**config.mk**
```make
export PLATFORM = sky130hd
export DESIGN_NAME = imm_encoder
export DESIGN_NICKNAME = d
export VERILOG_FILES = /design/src/rtl/imm_encoder.sv
export SDC_FILE = /design/constraint.sdc
export NUM_CORES = 1
export LEC_CHECK = 0
export ABC_AREA = 1
export ABC_CLOCK_PERIOD_IN_PS = 5340
export BUFFER_PORTS_ARGS = -buffer_cell sky130_fd_sc_hd__buf_2
export CAP_MARGIN = 20
export CELL_PAD_IN_SITES_DETAIL_PLACEMENT = 0
export CELL_PAD_IN_SITES_GLOBAL_PLACEMENT = 1
export CORE_ASPECT_RATIO = 1.25
export CORE_MARGIN = 5
export CORE_UTILIZATION = 40
export DETAILED_ROUTE_END_ITERATION = 6
export PLACE_DENSITY_LB_ADDON = 0.1
export RECOVER_POWER = 100
export SLEW_MARGIN = 20
export SYNTH_ARGS = -nofsm -noshare
export SYNTH_HDL_FRONTEND = slang
export SYNTH_SLANG_ARGS = --single-unit
```
**constraint.sdc**
```tcl
create_clock -name clk -period 5.34 [get_ports clk]
set_clock_uncertainty 0.15 [all_clocks]
set_input_delay 0.267 -clock clk [delete_from_list [all_inputs] [get_ports clk]]
set_output_delay 0.267 -clock clk [all_outputs]
set_load 0.02 [all_outputs]
```
**src/rtl/imm_encoder.sv**
```systemverilog
// Immediate encoder: scatters a 32-bit immediate into the RISC-V field positions
// of an instruction template, flags range/alignment errors, buffers results in a 2-entry FIFO.
module imm_encoder #(
  parameter int FIFO_DEPTH = 2,
  parameter int ERR_W      = 8
) (
  input  logic             clk,
  input  logic             rst,
  input  logic             in_valid,
  output logic             in_ready,
  input  logic [2:0]       ImmSrc,
  input  logic [31:0]      Imm,
  input  logic [31:0]      InstrTpl,
  output logic             out_valid,
  input  logic             out_ready,
  output logic [31:0]      Instr_out,
  output logic             ImmErr,
  output logic [ERR_W-1:0] ErrCount
);

  typedef struct packed {
    logic [31:0] instr;
    logic        err;
  } entry_t;

  localparam logic [2:0] SRC_I = 3'b000;
  localparam logic [2:0] SRC_S = 3'b001;
  localparam logic [2:0] SRC_U = 3'b010;
  localparam logic [2:0] SRC_B = 3'b101;
  localparam logic [2:0] SRC_J = 3'b110;

  entry_t           enc;
  entry_t           mem_q [2];
  logic             wr_q, rd_q;
  logic [1:0]       cnt_q, cnt_d;
  logic [ERR_W-1:0] err_cnt_q, err_cnt_d;
  logic             push, pop;

  // A field fits when all bits above its sign bit replicate it.
  function automatic logic all_same(input logic [31:0] v, input int lo);
    logic ones, zeros;
    ones  = 1'b1;
    zeros = 1'b1;
    for (int k = 0; k < 32; k++) begin
      if (k >= lo) begin
        ones  = ones & v[k];
        zeros = zeros & ~v[k];
      end
    end
    return ones | zeros;
  endfunction

  always_comb begin
    enc.instr = InstrTpl;
    enc.err   = 1'b0;
    case (ImmSrc)
      SRC_I: begin
        enc.instr[31:20] = Imm[11:0];
        enc.err          = ~all_same(Imm, 11);
      end
      SRC_S: begin
        enc.instr[31:25] = Imm[11:5];
        enc.instr[11:7]  = Imm[4:0];
        enc.err          = ~all_same(Imm, 11);
      end
      SRC_B: begin
        enc.instr[31]    = Imm[12];
        enc.instr[30:25] = Imm[10:5];
        enc.instr[11:8]  = Imm[4:1];
        enc.instr[7]     = Imm[11];
        enc.err          = ~all_same(Imm, 12) | Imm[0];
      end
      SRC_U: begin
        enc.instr[31:12] = Imm[31:12];
        enc.err          = |Imm[11:0];
      end
      SRC_J: begin
        enc.instr[31]    = Imm[20];
        enc.instr[30:21] = Imm[10:1];
        enc.instr[20]    = Imm[11];
        enc.instr[19:12] = Imm[19:12];
        enc.err          = ~all_same(Imm, 20) | Imm[0];
      end
      default: enc.err = 1'b1;  // illegal format: template passes through untouched
    endcase
  end

  assign in_ready  = (cnt_q < 2'(FIFO_DEPTH));
  assign out_valid = (cnt_q != 2'd0);
  assign push      = in_valid & in_ready;
  assign pop       = out_valid & out_ready;
  assign Instr_out = mem_q[rd_q].instr;
  assign ImmErr    = mem_q[rd_q].err;
  assign ErrCount  = err_cnt_q;

  always_comb begin
    cnt_d = cnt_q;
    case ({push, pop})
      2'b10:   cnt_d = cnt_q + 2'd1;
      2'b01:   cnt_d = cnt_q - 2'd1;
      default: cnt_d = cnt_q;
    endcase
    err_cnt_d = err_cnt_q;
    if (push && enc.err && (err_cnt_q != {ERR_W{1'b1}}))
      err_cnt_d = err_cnt_q + 1'b1;
  end

  always_ff @(posedge clk) begin
    if (rst) begin
      mem_q[0]  <= '0;
      mem_q[1]  <= '0;
      wr_q      <= 1'b0;
      rd_q      <= 1'b0;
      cnt_q     <= 2'd0;
      err_cnt_q <= '0;
    end else begin
      if (push) begin
        mem_q[wr_q] <= enc;
        wr_q        <= ~wr_q;
      end
      if (pop) rd_q <= ~rd_q;
      cnt_q     <= cnt_d;
      err_cnt_q <= err_cnt_d;
    end
  end

endmodule

```
Word-level counts from Yosys, hierarchy flattened:

Memories as Yosys holds them, arrays and structs flattened. A register that Yosys moved wholly into a read port is not among the register bits.
Index checks and enable logic that the tools add are counted.

* flip-flop bits (word level): 12
* bits in writable memories: 66
* input port bits: 71
* output and inout port bits: 43
* logic and storage cells: 364
* memories kept: 1

Memories
* mem_q: words 2, bits a word 33, read ports 1, clocked after memory_dff 1, wr ports 2, RTL line 33 `entry_t mem_q [2];`

* $add $sub $neg: 3
* order comparisons: 1
* equality and inequality tests: 7
* muxes and demuxes: 164
* bitwise gates (word level): 175
* reductions and logical operators: 9

Operators with widths (number)
* 1-bit two-way mux: 157
* 1-bit AND: 142
* 33-bit two-way mux: 1
* 33-bit OR reduction: 1
* 7-bit one-hot mux with 4 select lines: 1
* 1-bit NOT: 27
* 5-bit one-hot mux with 3 select lines: 1
* 12-bit OR reduction: 1
* 5-bit one-hot mux with 2 select lines: 1
* 8-bit by 1-bit adder with 8-bit output (second input constant): 1
* 8-bit two-way mux: 1
* 8-bit != test (second input constant): 1
* 3-bit == test (second input constant): 2
* 1-bit bitwise OR: 6
* 1-bit one-hot mux with 5 select lines: 1
* 2-bit one-hot mux with 2 select lines: 1
* 2-bit nonzero test: 2
* 2-bit OR reduction: 2
* 3-bit by 1-bit == test with 1-bit output (second input constant): 1
* 3-bit by 2-bit == test with 1-bit output (second input constant): 1
* 3-bit logical NOT: 1
* 2-bit by 1-bit adder with 2-bit output (second input constant): 1
* 2-bit by 1-bit == test with 1-bit output (second input constant): 1
* 2-bit == test (second input constant): 1
* 3 further kinds: 4

Depth between registers and ports, before layout:

Gate-level depths: netlist (run 1).

* word-level depth: 47
* gate-level depth with buffers: 12
* mapped depth without buffers: 12

Least setup slack after synthesis (run 1):

No wires, ideal clock.

* kind: register to register
* from: reg cnt_q[1]
* to: mem mem_q[0][0] (netlist name), enable pin
* setup time: 0.391 ns
* data arrival time: 2.041 ns
* required time: 4.799 ns
* path slack: 2.759 ns
* stages on the path, launching flop included: 7
* buffers on the path: 1
* period minus slack after synthesis: 2.581 ns
* cell sequence: dfxtp_1 -> inv_1 -> nand2_1 -> nor3_2 -> inv_2 -> buf_2 -> nand2_1

RTL lines
* start, declared: RTL line 35 `logic [1:0] cnt_q, cnt_d;`
* start signal, assigned: RTL line 122 `cnt_q <= cnt_d;`
* end, declared: RTL line 33

==> impl_results.md, run 1 <==
* Ys async rst share at 0
* Fraction of synthesized area in multiplexers at 0.1059
* Hold buffers post-CTS at 0
* Synth Area in Simple Gates at 0.2089
* Post-Synthesis Net Count at between 500 and 600
* Status: finished, final reports clean
* Htree depth at 3
* Leading area contributor after synthesis: edfxtp_1
* Starting Density at 0.4104
* Final setup vio count at 0
* Synthesized-area fraction occupied by adder cells at 0.006002
* Largest family of logic cells by synthesized area: simple AND/OR/NAND/NOR gates
* Leak at between 2 and 2.5 nW
* Worst EP required at 5140 ps
* Count of cell types in the netlist at 35
* YS warnings at 0
* Share of the synthesized area in the top cell type at 0.4754
* Pwr per Cell Area at between 300 and 400 nW/um^2
* Slowest CP cell: clkbuf_1
* Worst vdd ir at roughly 0.18 mV
* Arrival time worst endpoint at about 3300 ps
* Tot GR Track Use at 0.1679
* CTS Sinks at between 70 and 80
* CTS tree: done
* Post-CTS Setup Inserts at 0
* Max-slew headroom at 0.3108
* Post-Syn Instances at between 400 and 500
* GP Congestion at around 0.92
* Drt first pass iters at 5
* Worst Hold Class: primary input to flop
* Remaining Overflow, GRT at 0
* Worst slew pin tran at between 1000 and 1500 ps
* DIE AREA at between 10000 and 15000 um^2
* EDFF count, synth at between 60 and 70
* Crit-path max cell delay at slightly below 800 ps
* Detail Placement HPWL at 7.887 mm
* Initial drt markers at ~140
* Dpl cells at about 670
* Die height at approximately 120 um
* CTS root buf: clkbuf_16
* Final worst path period share at 0.6619
* CP Capture Type: flop
* Fmax at 282.9 MHz
* Setup TNS at 0 ps
* Minimum clock period at 3535 ps
* Nets@finish at between 600 and 700
* Syn Std Cell Area at between 4000 and 5000 um^2
* Cell row count at 41
* Synthesis-stage register bit count at slightly below 80
* Most common cell in the netlist: nor2_1
* Post-route ant nets at 0
* Final core utilization at 0.5020
* Design area at 5099 um^2
* Main synth FF type: edfxtp_1
* Setup CP Type: flop to flop
* Inserted Diodes at 0
* Final std cells w/o fill at roughly 690
* Clock Path Buffers at 2
* Count of final hold-check violations at 0
* DRC at 0
* Clk slew on worst S/H paths at ~60 ps
* RSZ-0062 raised after global routing: no
* Delay-heaviest family, CP: buffers and inverters
* Port Buf Inserts at approximately 110
* Num ports at approximately 110
* CP max FO at 26
* DP Area at between 4000 and 5000 um^2
* TritonCTS Buffers at 9
* Antenna violations before repair at 0
* Area grow syn2layout at 22.30%
* Top cells by count, synth: 79 x nor2_1, 78 x nand2_1, 66 x edfxtp_1, 44 x inv_1, 33 x mux2_2
* Vias per inst at roughly 4.8
* CP bufs+invs at 3
* Sequential area share after synthesis at 0.5378
* WL per Instance at ~15 um
* Pins over their slew limit at 0
* Area of the core at ~10000 um^2
* Layout cell share with drive strength beyond 1 at 0.2572
* Top cells by area, synth: edfxtp_1 48%, mux2_2 8.9%, nor2_1 7.1%, nand2_1 7.0%, dfxtp_1 6.2%
* First-pass GRT wire length at around 16 mm
* Vias in the first global route at roughly 3300
* Post-Synth XOR/XNOR Area at 0.01471
* Max Cap Viol at 0
* Worst setup SP type: flop
* Die X at 101.3 um
* CP cell instances: inv_1, nand2_1, nor2_1, inv_1, nand2_1, clkbuf_1
* Largest net degree at the start of global routing at 30
* Synth Area in Compound Gates at 0.06723
* Skew-Pair Late Insertion Delay at ~330 ps
* Avg Cell Area, Syn at about 9.6 um^2
* Post-CTS Resized at 0
* Via count at about 3300
* Final wirelength at 10.27 mm
==> cells in the final DEF, fill, tap and decap left out, types with 9 or more instances in the layout <==
master | synthesis | layout
clkbuf_1 | 6 | 37
nand3_1 | 15 | 15
mux2_1 | 0 | 9
a21oi_1 | 7 | 11
clkbuf_16 | 0 | 9
edfxtp_1 | 66 | 66
nor2_1 | 79 | 81
nand2_1 | 78 | 80
dfxtp_1 | 13 | 13
buf_2 | 4 | 79
mux2_2 | 33 | 24
o21ai_0 | 18 | 18
inv_1 | 44 | 48
==> layer usage <==
metal | GRT usage | vias to the layer above | share of wire
met5 | 0 | - | 0
met4 | 0.05154 | 0 | 0.014
met3 | 0.03025 | 11 | 0.053
met2 | 0.2909 | 93 | 0.50
met1 | 0.2124 | 1534 | 0.44
li1 | - | 1682 | -
==> kinds of logic after synthesis <==
kind of cell             after synthesis
buffers and inverters                 64
flip-flops                            79
AO/OA/AOI/OAI                         45
adder cells (fa/ha/maj)                2
XOR/XNOR                               7
multiplexers                          40
AND/OR/NAND/NOR                      197
==> cell type report <==
| type | instances | area (um^2) |
|---|---|---|
| Timing Repair Buffer | 116 | 538.0 |
| Sequential cell | 79 | 2242 |
| Clock inverter | 6 | 93.84 |
| Clock buffer | 10 | 229.0 |
| Fill cell | 1013 | 5059 |
| Inverter | 54 | 203.9 |
| Multi-Input combinational cell | 291 | 1630 |
| Tap cell | 129 | 161.4 |
==> where the power goes <==
part           internal (mW)  leakage, nW  switching (mW)
Sequential             0.746        0.796          0.0312
Combinational          0.152         1.37           0.286
Clock                  0.413        0.153           0.240
==> sequential cells by signal (all words and copies together) (netlist names), named ones only <==
name / cells
mem_q: 66
rd_q: 1
ErrCount: 8
wr_q: 1
cnt_q: 2
==> worst register-to-register path: cells and delay by family, from the launching register on <==
| family | cells | cell delay, ps |
|---|---|---|
| buffers and inverters | 3 | 1420 |
| and+or+nand+nor | 3 | 1280 |
| DFF | 1 | 300 |
==> path summary, 6_finish.rpt <==
kind / startpoint / end / slack [ps] / cells past startpoint
max: cnt_q[1]$_SDFFE_PP0P_ / mem_q[1][27]$_SDFFCE_PN0P_ / 1810 / 6
min: rst / ErrCount[3]$_SDFFE_PP0P_ / 80 / 2
max reg2reg: cnt_q[1]$_SDFFE_PP0P_ / mem_q[1][27]$_SDFFCE_PN0P_ / 1810 / 6
min reg2reg: rd_q$_SDFFE_PP0P_ / rd_q$_SDFFE_PP0P_ / 310 / 1
==> stage by stage <==
step	setup WS, ps	power [mW]	hold slack [ps]
final	1805	1.868	77.23
after global routing	1431	1.960	83.92
after CTS	2605	1.913	102.1
after detailed placement	2521	1.262	295.3
after global placement	2599	1.257	291.3
after floorplan	2759	1.103	275.5
Power figures use the tool's default switching activity.
==> run 2: changes to the inputs <==
ABC_CLOCK_PERIOD_IN_PS = 3400   (was 5340)
clock period = 3.4 ns   (was 5.34 ns; I/O delays follow)
==> run 2 against run 1 <==
- sequential power increased by 54%
- clock power increased by 35%
- sequential cell count unchanged
- routed wire length decreased by 0.77%
- final area decreased by 0.66%
- via count decreased by 1.6%
- non-clock buffer count increased by 1
- cell count increased by 0.15%
- first-iteration DRC count unchanged
- clock-buffer cell count decreased by 1
- the flow now finishes with violations (hold timing)
- total power increased by 50%
- largest cell class unchanged
- register-to-register slack got worse by 1100 ps
==> impl_results.md, run 2 (synthesis results as in run 1) <==
* Initial drt markers at 135 (unchanged)
* Hold buffers post-CTS at 0 (unchanged)
* Nets@finish at 625 (+0.16%)
* Post-CTS Resized at 0 (unchanged)
* Worst slew pin tran at 1207 ps (+173.0 ps)
* CP max FO at 12 (-54%)
* Worst vdd ir at 0.2801 mV (+56%)
* Commonest non-fill, non-tap cell in the layout: nor2_1
* DIE AREA at 12580 um^2 (unchanged)
* Final hold slack at -19.46 ps (-96.69 ps)
* Largest net degree at the start of global routing at 34 (+13%)
* Multi-input logic area at 1630 um^2 (unchanged)
* RSZ-0062 raised after global routing: no
* Post-route ant nets at 0 (unchanged)
* Minimum clock period at between 2000 and 3000 ps
* Pins over their slew limit at 0 (unchanged)
* GP Congestion at 0.9186 (-0.67%)
* CTS root buf: clkbuf_16
* TritonCTS Buffers at 9 (unchanged)
* Status: finished with violations
* Commonest cells after routing, fill and taps aside: 81 x nor2_1, 80 x nand2_1, 78 x buf_2
* Worst Hold Class: primary input to flop
* CTS Sinks at 79 (unchanged)
* Drt first pass iters at 6 (+1)
* Antenna violations before repair at 0 (unchanged)
* Detail Placement HPWL at 7.767 mm (-1.5%)
* Setup TNS at 0 ps (unchanged)
* Area grow syn2layout at 21.49%
* Fillers at 1013 (unchanged)
* CTS tree: done
* Inserted Diodes at 0 (unchanged)
* Met1 layer wirelength in the final routing at 4.627 mm (+2.9%)
* Count of final hold-check violations at 3 (+3)
* DRC at 0 (unchanged)
* Worst setup SP type: primary input
* Biggest register: mem_q
* Reg area at 2242 um^2 (unchanged)
* Htree depth at 3 (unchanged)
* Setup slack after layout at 733.3 ps (-1072 ps)
* Final worst path period share at 0.7843
* Layout cell share with drive strength beyond 1 at 0.2675 (+0.01031)
* Die X at 101.3 um (unchanged)
* Failing checks: hold timing
* Starting Density at 0.4104 (unchanged)
* WL per Instance at 14.86 um (-0.91%)
* Met3 wire length at 549 um (+0.37%)
* Die height at 124.1 um (unchanged)
* Fmax at 375.0 MHz
* Post-CTS Setup Inserts at 0 (unchanged)
* Via count at 3266 (-1.6%)
* Remaining Overflow, GRT at 0 (unchanged)
* Tot GR Track Use at 0.1605 (-0.007407)
* Cell row count at 41 (unchanged)
* Port Buf Inserts at 113 (unchanged)
* Num ports at 114 (unchanged)
* Uppermost routed layer: met4
* Clock Path Buffers at 2 (unchanged)
* Pre-CTS WS at 908.8 ps (-1612 ps)
* Arrival time worst endpoint at 2780 ps (-550 ps)
* Worst EP required at 3520 ps (-1620 ps)
* Final wirelength at 10.19 mm (-0.77%)
* Met2 routed WL at 4.932 mm (-3.0%)
* Vias in the first global route at 3191 (-3.1%)
* Pwr per Cell Area at 551.4 nW/um^2 (+51%)
* Leak at 2.310 nW (-0.57%)
* CP Capture Type: flop
* Max Cap Viol at 0 (unchanged)
* Area of the core at 10160 um^2 (unchanged)
* Vias per inst at 4.761 (-1.8%)
* First-pass GRT wire length at 15.48 mm (-3.9%)
* Max-slew headroom at 0.1955 (-0.1153)
* Skew-Pair Late Insertion Delay at 330 ps (about the same)
* Final core utilization at 0.4986 (-0.003326)
* Setup CP Type: primary input to flop
* Max reg flops at 66 (unchanged)
* Clk slew on worst S/H paths at 60 ps (about the same)
* Final setup vio count at 0 (unchanged)
[run 2: stage by stage]
step,power (mW),cells,instance area [um^2],hold WS (ps)
after detailed placement,1.982,670,4883,289.1
after global routing,2.934,686,5065,-23.11
after global placement,1.975,670,4883,290.3
final,2.793,686,5065,-19.46
after CTS,2.863,686,5165,2.193
after floorplan,1.732,434,4169,239.8
[run 2: final timing paths]
check                           slack [ps]                   from  depth (start not counted)                   endpoint
worst min-delay path                   -20                    rst                          2   ErrCount[6]$_SDFFE_PP0P_
worst max register to register         730  cnt_q[1]$_SDFFE_PP0P_                          6  mem_q[1][0]$_SDFFCE_PN0P_
worst max-delay path                   730              ImmSrc[1]                         11   ErrCount[1]$_SDFFE_PP0P_
worst min register to register         300      rd_q$_SDFFE_PP0P_                          1                       flop
[run 2: layer usage]
metal,vias to the layer above,GRT usage
li1,1685,-
met1,1483,0.2084
met2,92,0.2729
met3,6,0.03305
met4,0,0.04156
met5,-,0
[run 2: layout make-up]
cell class | instances | area share
clock buffers | 9 | 0.04447
clock inverters | 7 | 0.01112
inverters | 54 | 0.04027
multi-input cells | 291 | 0.3219
flip-flops and latches | 79 | 0.4427
well taps | 129 | 0.03187
repair buffers | 117 | 0.1077
[run 2: power breakdown]
part	switching [mW]	internal, mW
Combinational	0.467	0.242
Sequential	0.0315	1.17
Clock	0.380	0.501
Total	0.879	1.91
[run 2: worst max-delay path, stage by stage]
cell and delay [ps]:
clkbuf_1 190, inv_1 140, nor2_1 780, nand2_1 300, a21oi_1 240, nor2_2 50, nand2_1 250, nand2_1 330
clkinvlp_2 210, nor2_2 40, nor2_2 80
==> run 3: changes to the inputs <==
ABC_CLOCK_PERIOD_IN_PS = 2600   (was 3400)
clock period = 2.6 ns   (was 3.4 ns; I/O delays follow)
==> run 3 against run 2 <==
- the run now ends clean
- die area is the same
- first-iteration DRC count grew 17%
- final area grew 4.7%
- sequential cell count is the same
- total power grew 41%
- register-to-register slack lost 330 ps
- critical path type unchanged
- critical endpoint is now mem_q[1][0]$_SDFFCE_PN0P_
- largest cell class unchanged
==> impl_results.md, run 3 (synthesis results as in run 1) <==
* Via count at 3355 (+2.7%)
* Nets@finish at 641 (+2.6%)
* NetSw at 1.144 mW (+30%)
* CTS Sinks at 79 (unchanged)
* Clk pwr share at 0.356 (+0.040)
* Remaining Overflow, GRT at 0 (unchanged)
* Pre-CTS WS at 652.6 ps (-256.2 ps)
* Htree depth at 3 (unchanged)
* Worst slew pin tran at 833.0 ps (-373.8 ps)
* Vias per inst at 4.779 (+0.38%)
* R2r startpoint: cnt_q[1]$_SDFFE_PP0P_
* Worst Hold Class: primary input to flop
* CTS root buf: clkbuf_16
* Die height at 124.1 um (unchanged)
* WL per Instance at 14.89 um (+0.22%)
* Count of final hold-check violations at 0 (-3)
* Post-CTS Setup Inserts at 0 (unchanged)
* Pins over their slew limit at 0 (unchanged)
* Clk slew on worst S/H paths at 60 ps (about the same)
* Max reg flops at 66 (unchanged)
* GP Congestion at 0.9108 (-0.85%)
* Worst Hold Launch: InstrTpl[20]
* Status: finished, final reports clean
* Delay-heaviest family, CP: buffers and inverters
* Die X at 101.3 um (unchanged)
* Starting Density at 0.4104 (unchanged)
* Detail Placement HPWL at 7.918 mm (+1.9%)
* Area grow syn2layout at 27.22%
* Setup TNS at 0 ps (unchanged)
* Num ports at 114 (unchanged)
* Tot GR Track Use at 0.1719 (+0.01139)
* Crit-path max cell delay at 530 ps (-250 ps)
* Largest net degree at the start of global routing at 34 (unchanged)
* Max-slew headroom at 0.4447 (+0.2492)
* DP Area at 4926 um^2 (+0.87%)
* Design area at 5304 um^2 (+4.7%)
* Slowest CP cell: dlygate4sd3_1
* Sequential power share at 0.399 (-0.032)
* CP bufs+invs at 5 (+2)
* Antenna violations before repair at 0 (unchanged)
* Worst vdd ir at 0.3596 mV (+28%)
* Combinational share of power at 0.245 (-0.009)
* Vias in the first global route at 3373 (+5.7%)
* Cell row count at 41 (unchanged)
* Final wirelength at 10.45 mm (+2.6%)
* Cell-internal power at 2.802 mW (+46%)
* Inserted Diodes at 0 (unchanged)
* Cell mode on critical path: nand2_1
* Arrival time worst endpoint at 2040 ps (-740 ps)
* CP Capture Type: flop
* Skew-Pair Late Insertion Delay at 330 ps (about the same)
* Layout cell share with drive strength beyond 1 at 0.2670 (-0.0004888)
* Final worst path period share at 0.8531
* Post-CTS Resized at 0 (unchanged)
* DRC at 0 (unchanged)
* CTS tree: done
* CP max FO at 33 (+21)
* Setup CP Type: primary input to flop
* Drt first pass iters at 4 (-2)
* RSZ-0062 raised after global routing: no
* Clock Path Buffers at 2 (unchanged)
* Worst setup SP type: primary input
* Pwr per Cell Area at 744.0 nW/um^2 (+35%)
* Setup slack after layout at 382.0 ps (-351.2 ps)
* Hold buffers post-CTS at 12 (+12)
* Biggest register: mem_q
* Switching share of total power at 0.2900 (-0.02460)
* Tot Pwr at 3.946 mW (+41%)
* Final core utilization at 0.5222 (+0.02353)
* CP cell instances: dlygate4sd3_1, buf_2, inv_1, nand2_1, nor2_2, inv_2, nand2_1, clkbuf_4
* Minimum clock period at 2218 ps
* Commonest cells after routing, fill and taps aside: 83 x buf_2, 80 x nand2_1, 79 x nor2_1
* Commonest non-fill, non-tap cell in the layout: buf_2
* Leak at 2.427 nW (+5.1%)
* First-pass GRT wire length at 16.44 mm (+6.2%)
* Post-route ant nets at 0 (unchanged)
* DIE AREA at 12580 um^2 (unchanged)
* CP Launch Point: rst
* TritonCTS Buffers at 9 (unchanged)
* Port Buf Inserts at 113 (unchanged)
* Area of the core at 10160 um^2 (unchanged)
* Worst EP required at 2420 ps (-1100 ps)
* Fmax at roughly 450 MHz
* Initial drt markers at 158 (+17%)
* Final setup vio count at 0 (unchanged)
* Max Cap Viol at 0 (unchanged)
==> run 3: cell types whose count changed in the layout (fill, tap and decap cells not counted), moves of 3 or more <==
cell	previous run	this run
buf_2	78	83
bufinv_16	0	3
clkbuf_1	36	33
clkinv_4	3	0
dlygate4sd3_1	0	12
mux2_1	7	11
mux2_2	26	22
==> run 3: tightest hold or removal path: cells and delay by family <==
family	cells	cell delay, ps
buffers and inverters	1	80
AO/OA/AOI/OAI	1	80
AND/OR/NAND/NOR	1	80
==> run 3: layout make-up <==
cell class / count / area (um^2)
clock buffers: 9 / 225.2
clock inverters: 7 / 111.4
fillers: 987 / 4853
inverters: 54 / 205.2
multi-input cells: 291 / 1657
flip-flops and latches: 79 / 2242
well taps: 129 / 161.4
repair buffers: 133 / 701.9
==> run 3: path summary, 6_finish.rpt <==
check / endpoint / slack, ps / cells past startpoint
worst max register to register: mem_q[0][31]$_SDFFCE_PN0P_ / 400 / 7
worst max-delay path: mem_q[1][0]$_SDFFCE_PN0P_ / 380 / 8
worst min-delay path: mem_q[1][21]$_SDFFCE_PN0P_ / 20 / 3
worst min register to register: rd_q$_SDFFE_PP0P_ / 320 / 1
==> run 3: metrics by stage <==
stage,std cells,hold WS (ps)
floorplan,434,199.8
global placement,674,294.8
detailed placement,674,299.6
CTS,702,2.229
global route,702,16.57
finish,702,16.65
==> run 3: power by group through the flow <==
stage	combinational (mW)	clock, mW	sequential [mW]
detailed placement	1.01	0	1.60
global route	1.06	1.49	1.59
CTS	1.03	1.44	1.58
global placement	1.01	0	1.60
floorplan	0.666	0	1.60
finish	0.967	1.41	1.57
==> run 3: routing by layer <==
| layer | wire length [um] | track usage | part of all wire |
|---|---|---|---|
| met5 | 0 | 0 | 0 |
| met4 | 145 | 0.05985 | 0.014 |
| met3 | 576 | 0.02913 | 0.055 |
| met2 | 5142 | 0.2921 | 0.49 |
| met1 | 4590 | 0.2207 | 0.44 |
